File: config.mk
export PLATFORM = sky130hd
export DESIGN_NAME = qnigma_rr_arbiter
export DESIGN_NICKNAME = d
export VERILOG_FILES = /design/src/rtl/qnigma_rr_arbiter.sv
export SDC_FILE = /design/constraint.sdc
export NUM_CORES = 1
export LEC_CHECK = 0
export ABC_AREA = 0
export CAP_MARGIN = 20
export CORE_MARGIN = 3
export CORE_UTILIZATION = 47
export CTS_BUF_LIST = sky130_fd_sc_hd__clkbuf_8 sky130_fd_sc_hd__clkbuf_16
export DETAILED_ROUTE_END_ITERATION = 6
export HOLD_SLACK_MARGIN = 0.15
export PLACE_DENSITY = 0.8
export SLEW_MARGIN = 0
export SYNTH_ARGS = -nofsm -noshare
export SYNTH_HDL_FRONTEND = slang
export SYNTH_SLANG_ARGS = --single-unit
File: constraint.sdc
create_clock -name clk -period 1.8 [get_ports clk]
set_clock_uncertainty 0.05 [all_clocks]
set_input_delay 0.36 -clock clk [delete_from_list [all_inputs] [get_ports clk]]
set_output_delay 0.36 -clock clk [all_outputs]
set_load 0.02 [all_outputs]
File: src/rtl/qnigma_rr_arbiter.sv
// Round-robin arbiter: one-hot grant, held for the whole transaction, with a rotating priority pointer.
// Optional watchdog release is compiled in with the QNIGMA_ARB_TIMEOUT_EN macro.
module qnigma_rr_arbiter #(
    parameter int N     = 4,
    parameter int TMO   = 1024,
    parameter int TMO_W = 16
) (
    input  logic                   clk,
    input  logic                   rst,
    input  logic [N-1:0]           req,
    input  logic                   done,
    output logic [N-1:0]           gnt,
    output logic                   gnt_vld,
    output logic [$clog2(N)-1:0]   gnt_idx,
    output logic                   tmo
);

    localparam int IW = $clog2(N);

    typedef enum logic [0:0] {
        ST_IDLE  = 1'b0,
        ST_GRANT = 1'b1
    } state_t;

    if ((N < 2) || (N > 32) || (TMO < 2) || (TMO_W < 1) ||
        (64'(TMO) >= (64'd1 << TMO_W))) begin : g_bad_param
        $error("qnigma_rr_arbiter: illegal parameter set");
    end

    // Isolate the lowest set bit: two's complement trick keeps only that bit.
    function automatic logic [N-1:0] lsb_onehot(input logic [N-1:0] v);
        return v & (~v + {{(N-1){1'b0}}, 1'b1});
    endfunction

    function automatic logic [IW-1:0] onehot_to_idx(input logic [N-1:0] oh);
        logic [IW-1:0] idx;
        idx = {IW{1'b0}};
        for (int k = 0; k < N; k++) begin
            idx = idx | (oh[k] ? IW'(k) : {IW{1'b0}});
        end
        return idx;
    endfunction

    state_t          state_r;
    state_t          state_nxt_s;
    logic [N-1:0]    gnt_r;
    logic [N-1:0]    gnt_nxt_s;
    logic            gnt_vld_r;
    logic [IW-1:0]   gnt_idx_r;
    logic [IW-1:0]   idx_nxt_s;
    logic [IW-1:0]   ptr_r;
    logic [IW-1:0]   ptr_nxt_s;
    logic [N-1:0]    above_s;
    logic [N-1:0]    masked_s;
    logic [N-1:0]    cand_s;
    logic [N-1:0]    win_oh_s;
    logic [IW-1:0]   win_idx_s;
    logic            release_s;

`ifdef QNIGMA_ARB_TIMEOUT_EN
    logic [TMO_W-1:0] cnt_r;
    logic [TMO_W-1:0] cnt_nxt_s;
    logic             tmo_r;
    logic             tmo_nxt_s;
    logic             expire_s;

    assign expire_s = (cnt_r == TMO_W'(TMO - 1));
`endif

    // Priority mask: only requesters strictly above the last winner keep precedence.
    always_comb begin
        above_s = {N{1'b0}};
        for (int k = 0; k < N; k++) begin
            above_s[k] = (IW'(k) > ptr_r);
        end
    end

    assign masked_s  = req & above_s;
    assign cand_s    = (|masked_s) ? masked_s : req;
    assign win_oh_s  = lsb_onehot(cand_s);
    assign win_idx_s = onehot_to_idx(win_oh_s);
    assign release_s = done | ~req[gnt_idx_r];

    // Next-state, next-grant and pointer update.
    always_comb begin
        state_nxt_s = state_r;
        gnt_nxt_s   = gnt_r;
        idx_nxt_s   = gnt_idx_r;
        ptr_nxt_s   = ptr_r;
`ifdef QNIGMA_ARB_TIMEOUT_EN
        cnt_nxt_s   = cnt_r;
        tmo_nxt_s   = 1'b0;
`endif
        case (state_r)
            ST_IDLE: begin
                if (|req) begin
                    state_nxt_s = ST_GRANT;
                    gnt_nxt_s   = win_oh_s;
                    idx_nxt_s   = win_idx_s;
                    ptr_nxt_s   = win_idx_s;
`ifdef QNIGMA_ARB_TIMEOUT_EN
                    cnt_nxt_s   = {TMO_W{1'b0}};
`endif
                end else begin
                    state_nxt_s = ST_IDLE;
                end
            end
            ST_GRANT: begin
                // A normal release takes precedence, so done on the expiry edge raises no tmo.
                if (release_s) begin
                    state_nxt_s = ST_IDLE;
                    gnt_nxt_s   = {N{1'b0}};
`ifdef QNIGMA_ARB_TIMEOUT_EN
                end else if (expire_s) begin
                    state_nxt_s = ST_IDLE;
                    gnt_nxt_s   = {N{1'b0}};
                    tmo_nxt_s   = 1'b1;
                end else begin
                    cnt_nxt_s   = cnt_r + TMO_W'(1);
                end
`else
                end else begin
                    state_nxt_s = ST_GRANT;
                end
`endif
            end
            default: begin
                state_nxt_s = ST_IDLE;
                gnt_nxt_s   = {N{1'b0}};
            end
        endcase
    end

    // State and output registers; reset leaves requester 0 at top priority.
    always_ff @(posedge clk) begin
        if (rst) begin
            state_r   <= ST_IDLE;
            gnt_r     <= {N{1'b0}};
            gnt_vld_r <= 1'b0;
            gnt_idx_r <= {IW{1'b0}};
            ptr_r     <= IW'(N - 1);
        end else begin
            state_r   <= state_nxt_s;
            gnt_r     <= gnt_nxt_s;
            gnt_vld_r <= |gnt_nxt_s;
            gnt_idx_r <= idx_nxt_s;
            ptr_r     <= ptr_nxt_s;
        end
    end

`ifdef QNIGMA_ARB_TIMEOUT_EN
    // Watchdog counter and one-cycle forced-release pulse.
    always_ff @(posedge clk) begin
        if (rst) begin
            cnt_r <= {TMO_W{1'b0}};
            tmo_r <= 1'b0;
        end else begin
            cnt_r <= cnt_nxt_s;
            tmo_r <= tmo_nxt_s;
        end
    end

    assign tmo = tmo_r;
`else
    assign tmo = 1'b0;
`endif

    assign gnt     = gnt_r;
    assign gnt_vld = gnt_vld_r;
    assign gnt_idx = gnt_idx_r;

endmodule

## Word-level counts from Yosys, hierarchy flattened

Cells that the tools add are included.
W data, S select, Z words.

- Bits of input ports: 7
- Output and inout port bits: 8
- Logic and storage cells: 35
- Flip-flop bits (word level): 10

- Bitwise logic cells: 8
- $add $sub $neg: 1
- Mux-type cells: 12
- Reductions and logical operators: 4
- Magnitude comparators: 5

Operator list:

| cell | count |
|---|---|
| $mux W4 | 3 |
| $reduce_or A4 Y1 | 3 |
| $and A4 B4 Y4 | 2 |
| $pmux W4 S2 | 1 |
| $add A4 B1 Y4 const B | 1 |
| $gt A1 B2 Y1 const A | 2 |
| $gt A2 B2 Y1 const A | 2 |
| $mux W1 | 4 |
| $mux W2 | 2 |
| $not A4 Y4 | 1 |
| $lt A2 B3 Y1 const B | 1 |
| $bmux W1 S2 | 1 |
| $not A1 Y1 | 2 |
| $or A1 B2 Y2 | 1 |
| $or A2 B2 Y2 | 1 |
| $pmux W1 S2 | 1 |
| $reduce_and A2 Y1 | 1 |
| $or A1 B1 Y1 | 1 |

## Depth between registers and ports, before layout

- Depth in word-level cells: 10
- Mapped depth: 6
- Mapped depth without buffers: 4

## Worst setup path after synthesis

Ideal clock, no wire load.

- Path type: reg-to-reg
- Start point: register gnt_idx_r[0] (netlist: gnt_idx[0])
- End point: register gnt_r[0] (netlist: gnt[0])
- Arrival time: 1.449 ns
- Path buffers: 1
- Period minus slack after synthesis: 1.623 ns
- Data required time: 1.627 ns
- Setup time: 0.123 ns
- Slack: 0.177 ns
- Stages on the path, launching flop included: 6
- Cells stage by stage: dfxtp_1 mux4_2 and3b_1 buf_6 o21ai_1 a21oi_1

- Longest elaborated chain between the ends: 6

Ends and longest elaborated chain:

| element | RTL line | RTL |
|---|---|---|
| start: declaration | 49 | `logic [IW-1:0] gnt_idx_r;` |
| start signal: assignment | 140 | `gnt_idx_r <= {IW{1'b0}};` |
| start signal: assignment | 146 | `gnt_idx_r <= idx_nxt_s;` |
| $bmux W1 S2 | 82 | `assign release_s = done \| ~req[gnt_idx_r];` |
| $mux W1 (not written as such) | 82 |  |
| $not A1 Y1 | 82 |  |
| $or A1 B1 Y1 | 82 |  |
| $mux W4 | 110 | `if (release_s) begin` |
| $pmux W4 S2 | 94 | `case (state_r)` |
| end signal: assignment | 138 | `gnt_r <= {N{1'b0}};` |
| end signal: assignment | 144 | `gnt_r <= gnt_nxt_s;` |
| end: declaration | 46 | `logic [N-1:0] gnt_r;` |

Every way passes these cells. The select of a mux whose other input is x is not followed.
A chain may end at the register's enable or synchronous reset.

## Final worst setup path

- Start point: register gnt_r[1] (netlist: gnt[1])
- End point: output port gnt[1]

RTL lines:

| element | RTL line | RTL |
|---|---|---|
| end: declaration | 12 | `output logic [N-1:0] gnt,` |

No word-level cell between the ends.

==> summary.md <==
| Metric | Value |
|---|---|
| Drt wl/cell | between 10 and 15 um |
| First-pass GRT wire length | around 2500 um |
| Syn Area/Cell | 8.47 um^2 |
| ANT cells | 0 |
| Inst Count DP | 107 |
| Main synth FF type | dfxtp_1 |
| Complex-gate fraction of the synthesized area | 0.280 |
| WP data required | approximately 1.4 ns |
| Netlist cell types | 35 |
| Total Wirelength | around 1500 um |
| Int Power | 538 uW |
| Clock slew at reported path FFs | roughly 0.050 ns |
| Fin Hold WS | about 0.44 ns |
| Most frequent cell after synthesis | dfxtp_1 |
| Post-synth ARST share | 0 |
| Synth Area in Simple Gates | 0.238 |
| Met3 routed WL | roughly 130 um |
| DR vias | 650 |
| Mux share of post-synthesis cell area | 0.0345 |
| Synth Area in Adders | 0 |
| Worst vdd ir | 0.697 mV |
| Top area cells in the synthesized netlist | dfxtp_1 31%, a21oi_1 6.9%, nor2_1 4.6% |
| Post-route ant nets | 0 |
| Clock latency on the worst-skew pair | 0.24 ns |
| Max-cap viol count | 0 |
| Vias in the first global route | around 570 |
| Core Box Area | between 0.001 and 0.0015 mm^2 |
| Row count | 12 |
| Status | finished clean |
| Post-synth EDFFs | 0 |
| CP bufs+invs | 1 |
| Critical path peak fanout | 5 |
| Critical path arrival | roughly 1.3 ns |
| Synth Net Count | 84 |
| Largest family of logic cells by synthesized area | compound AO/OA/AOI/OAI gates |
| CP Launch Type | flop |
| DRT iter0 DRCs | 12 |
| Psw | ~210 uW |
| WS Path Type | reg2out |
| Area Overhead vs Synth | 33.2% |
| Slowest-stage cell, CP | clkdlybuf4s50_1 |
| H-Tree Depth | 1 |
| Sw Share | 0.284 |
| Synth top cells by count | 10 x dfxtp_1, 9 x a21oi_1, 8 x nor2_1 |
| Fillers | 100 |
| R2r worst-path depth | 4 |
| Peak Freq | between 500 and 600 MHz |
| Warnings, synthesis | 0 |
| Initial core utilization | 0.543 |
| Antenna violations before repair | 0 |
| IO Count | 15 |
| Crit. End Element | primary output |
| Delay of the slowest critical-path stage | about 0.64 ns |
| Nets | about 110 |
| Cell count after synthesis | between 70 and 80 |
| Worst-case clock buffer depth | 2 |
| Flop-to-flop setup slack | about 0.24 ns |
| Worst R2R Start | gnt_idx[0] |
| Power per cell area | 865 mW/mm^2 |
| Crit path cell chain | clkdlybuf4s50_1 |
| Clock sinks | 10 |
| Top Layer Used | met3 |
| Sequential area share after synthesis | 0.307 |
| Hold Path Class | reg2reg |
| Hold path start | gnt_idx[1] |
| Synth Area in XOR/XNOR | 0 |
| Clock Tree Root | clkbuf_8 |
| Reg2reg end | gnt[2] |
| Leading area contributor after synthesis | dfxtp_1 |
| Final period util | 0.932 |
| Hold depth | 2 |
| Yosys top cell area share | 0.307 |
| Pin count of the biggest net entering global routing | 11 |
| Reg power frac | 0.369 |
| Flops & latches, synth | 10 |
| Metal2 WL | between 700 and 800 um |
| Clock power frac | 0.375 |
| Fin. Hold Viols | 0 |
| Final setup vio count | 0 |
| Post-Synthesis Cell Area | 652 um^2 |
| Final Util | 0.723 |
| Hold Crit Endpoint | gnt_idx[1] |
| Tmin final | 1.68 ns |
| Via density | 5.86 |
| Non-filler instance count after layout | about 110 |
| Met1 WL | 630 um |
| Drt pass-1 iters | 4 |
| Ratio of cells with drive above 1 in the final layout | 0.227 |
| P_leak | 0.373 nW |
| HPWL Detailed | approximately 1100 um |
| Post-CTS Hold Buffers | 0 |
| Die Span X | 43.2 um |
| Combinational share of power | 0.256 |
| Overall Global Routing Usage | 0.179 |
| CP top delay family | buffers and inverters |
| RSZ-0062 raised after global routing | no |
| Routability Congestion | around 0.90 |
| Die Height | roughly 43 um |
| Die area | roughly 0.0019 mm^2 |
| Port bufs | 13 |
| DRC viols | 0 |
| CTS tree | done |
| Final slew viol count | 0 |
| GRT overflow | 0 |
| Cts bufs inserted | 3 |
[cell type report]
cell class | count | area [um^2] | area share
inverters | 4 | 15.0 | 0.0173
clock buffers | 4 | 55.1 | 0.0634
repair buffers | 23 | 208 | 0.239
well taps | 14 | 17.5 | 0.0202
flip-flops and latches | 10 | 200 | 0.231
multi-input cells | 56 | 373 | 0.429
[cell families after synthesis]
group,count (synthesis)
DFF,10
and+or+nand+nor,27
buffers and inverters,11
AOI/OAI and AO/OA,27
other,1
muxes,1
[how the worst max path moves through the flow]
stage,endpoint,start,cells past startpoint,slack (ns)
floorplan,gnt[0],gnt_idx[0],5,0.18
global placement,gnt[0],req[3],5,-0.22
detailed placement,gnt[2],req[3],5,-0.29
CTS,ptr_r[0],req[1],6,0.03
global route,gnt[3],gnt[3],1,0.10
finish,gnt[1],gnt[1],1,0.12
[power groups by stage]
stage	registers (mW)	logic [mW]	clock network (mW)
after global routing	0.280	0.209	0.299
after global placement	0.279	0.186	0
after floorplan	0.283	0.124	0
after CTS	0.276	0.188	0.285
after detailed placement	0.280	0.188	0
final	0.277	0.192	0.282
[state kept, by name (all words and copies together), names as in the netlist]
register / flops
gnt_vld: 1
gnt: 4
gnt_idx: 2
ptr_r: 2
state_r: 1
[per-stage QoR]
step           total power [mW]  worst slack, ns  setup TNS [ns]  cell area [um^2]
2_1_floorplan             0.407            0.177               0               652
3_3_place_gp              0.465           -0.220           -1.67               802
3_5_place_dp              0.468           -0.293           -1.91               802
4_1_cts                   0.749           0.0333               0               855
5_1_grt                   0.788            0.100               0               868
6_report                  0.751            0.122               0               868
[cells in the final DEF, fill, tap and decap left out, types with 2 or more instances in the layout]
cell type        instances
nor2b_1                  4
nand2_1                  5
nand3_1                  2
clkbuf_8                 4
o221ai_1                 2
buf_4                   10
a21oi_1                  9
dlymetal6s2s_1           2
dfxtp_1                 10
nor2_1                   8
o21ai_0                  5
inv_1                    4
clkdlybuf4s50_1          9
dlygate4sd2_1            2
[layer usage]
metal / vias to the layer above / track usage
li1: 320 / -
met1: 304 / 0.223
met2: 26 / 0.292
met3: 0 / 0.0805
met4: 0 / 0.0181
met5: - / 0
[repair_timing]
item,CTS,global route
pin swaps,0,1
endpoints found under the setup margin,2,6
gates resized for setup,2,4
setup buffers,0,0
No activity file was read; power rests on OpenSTA's default activity.
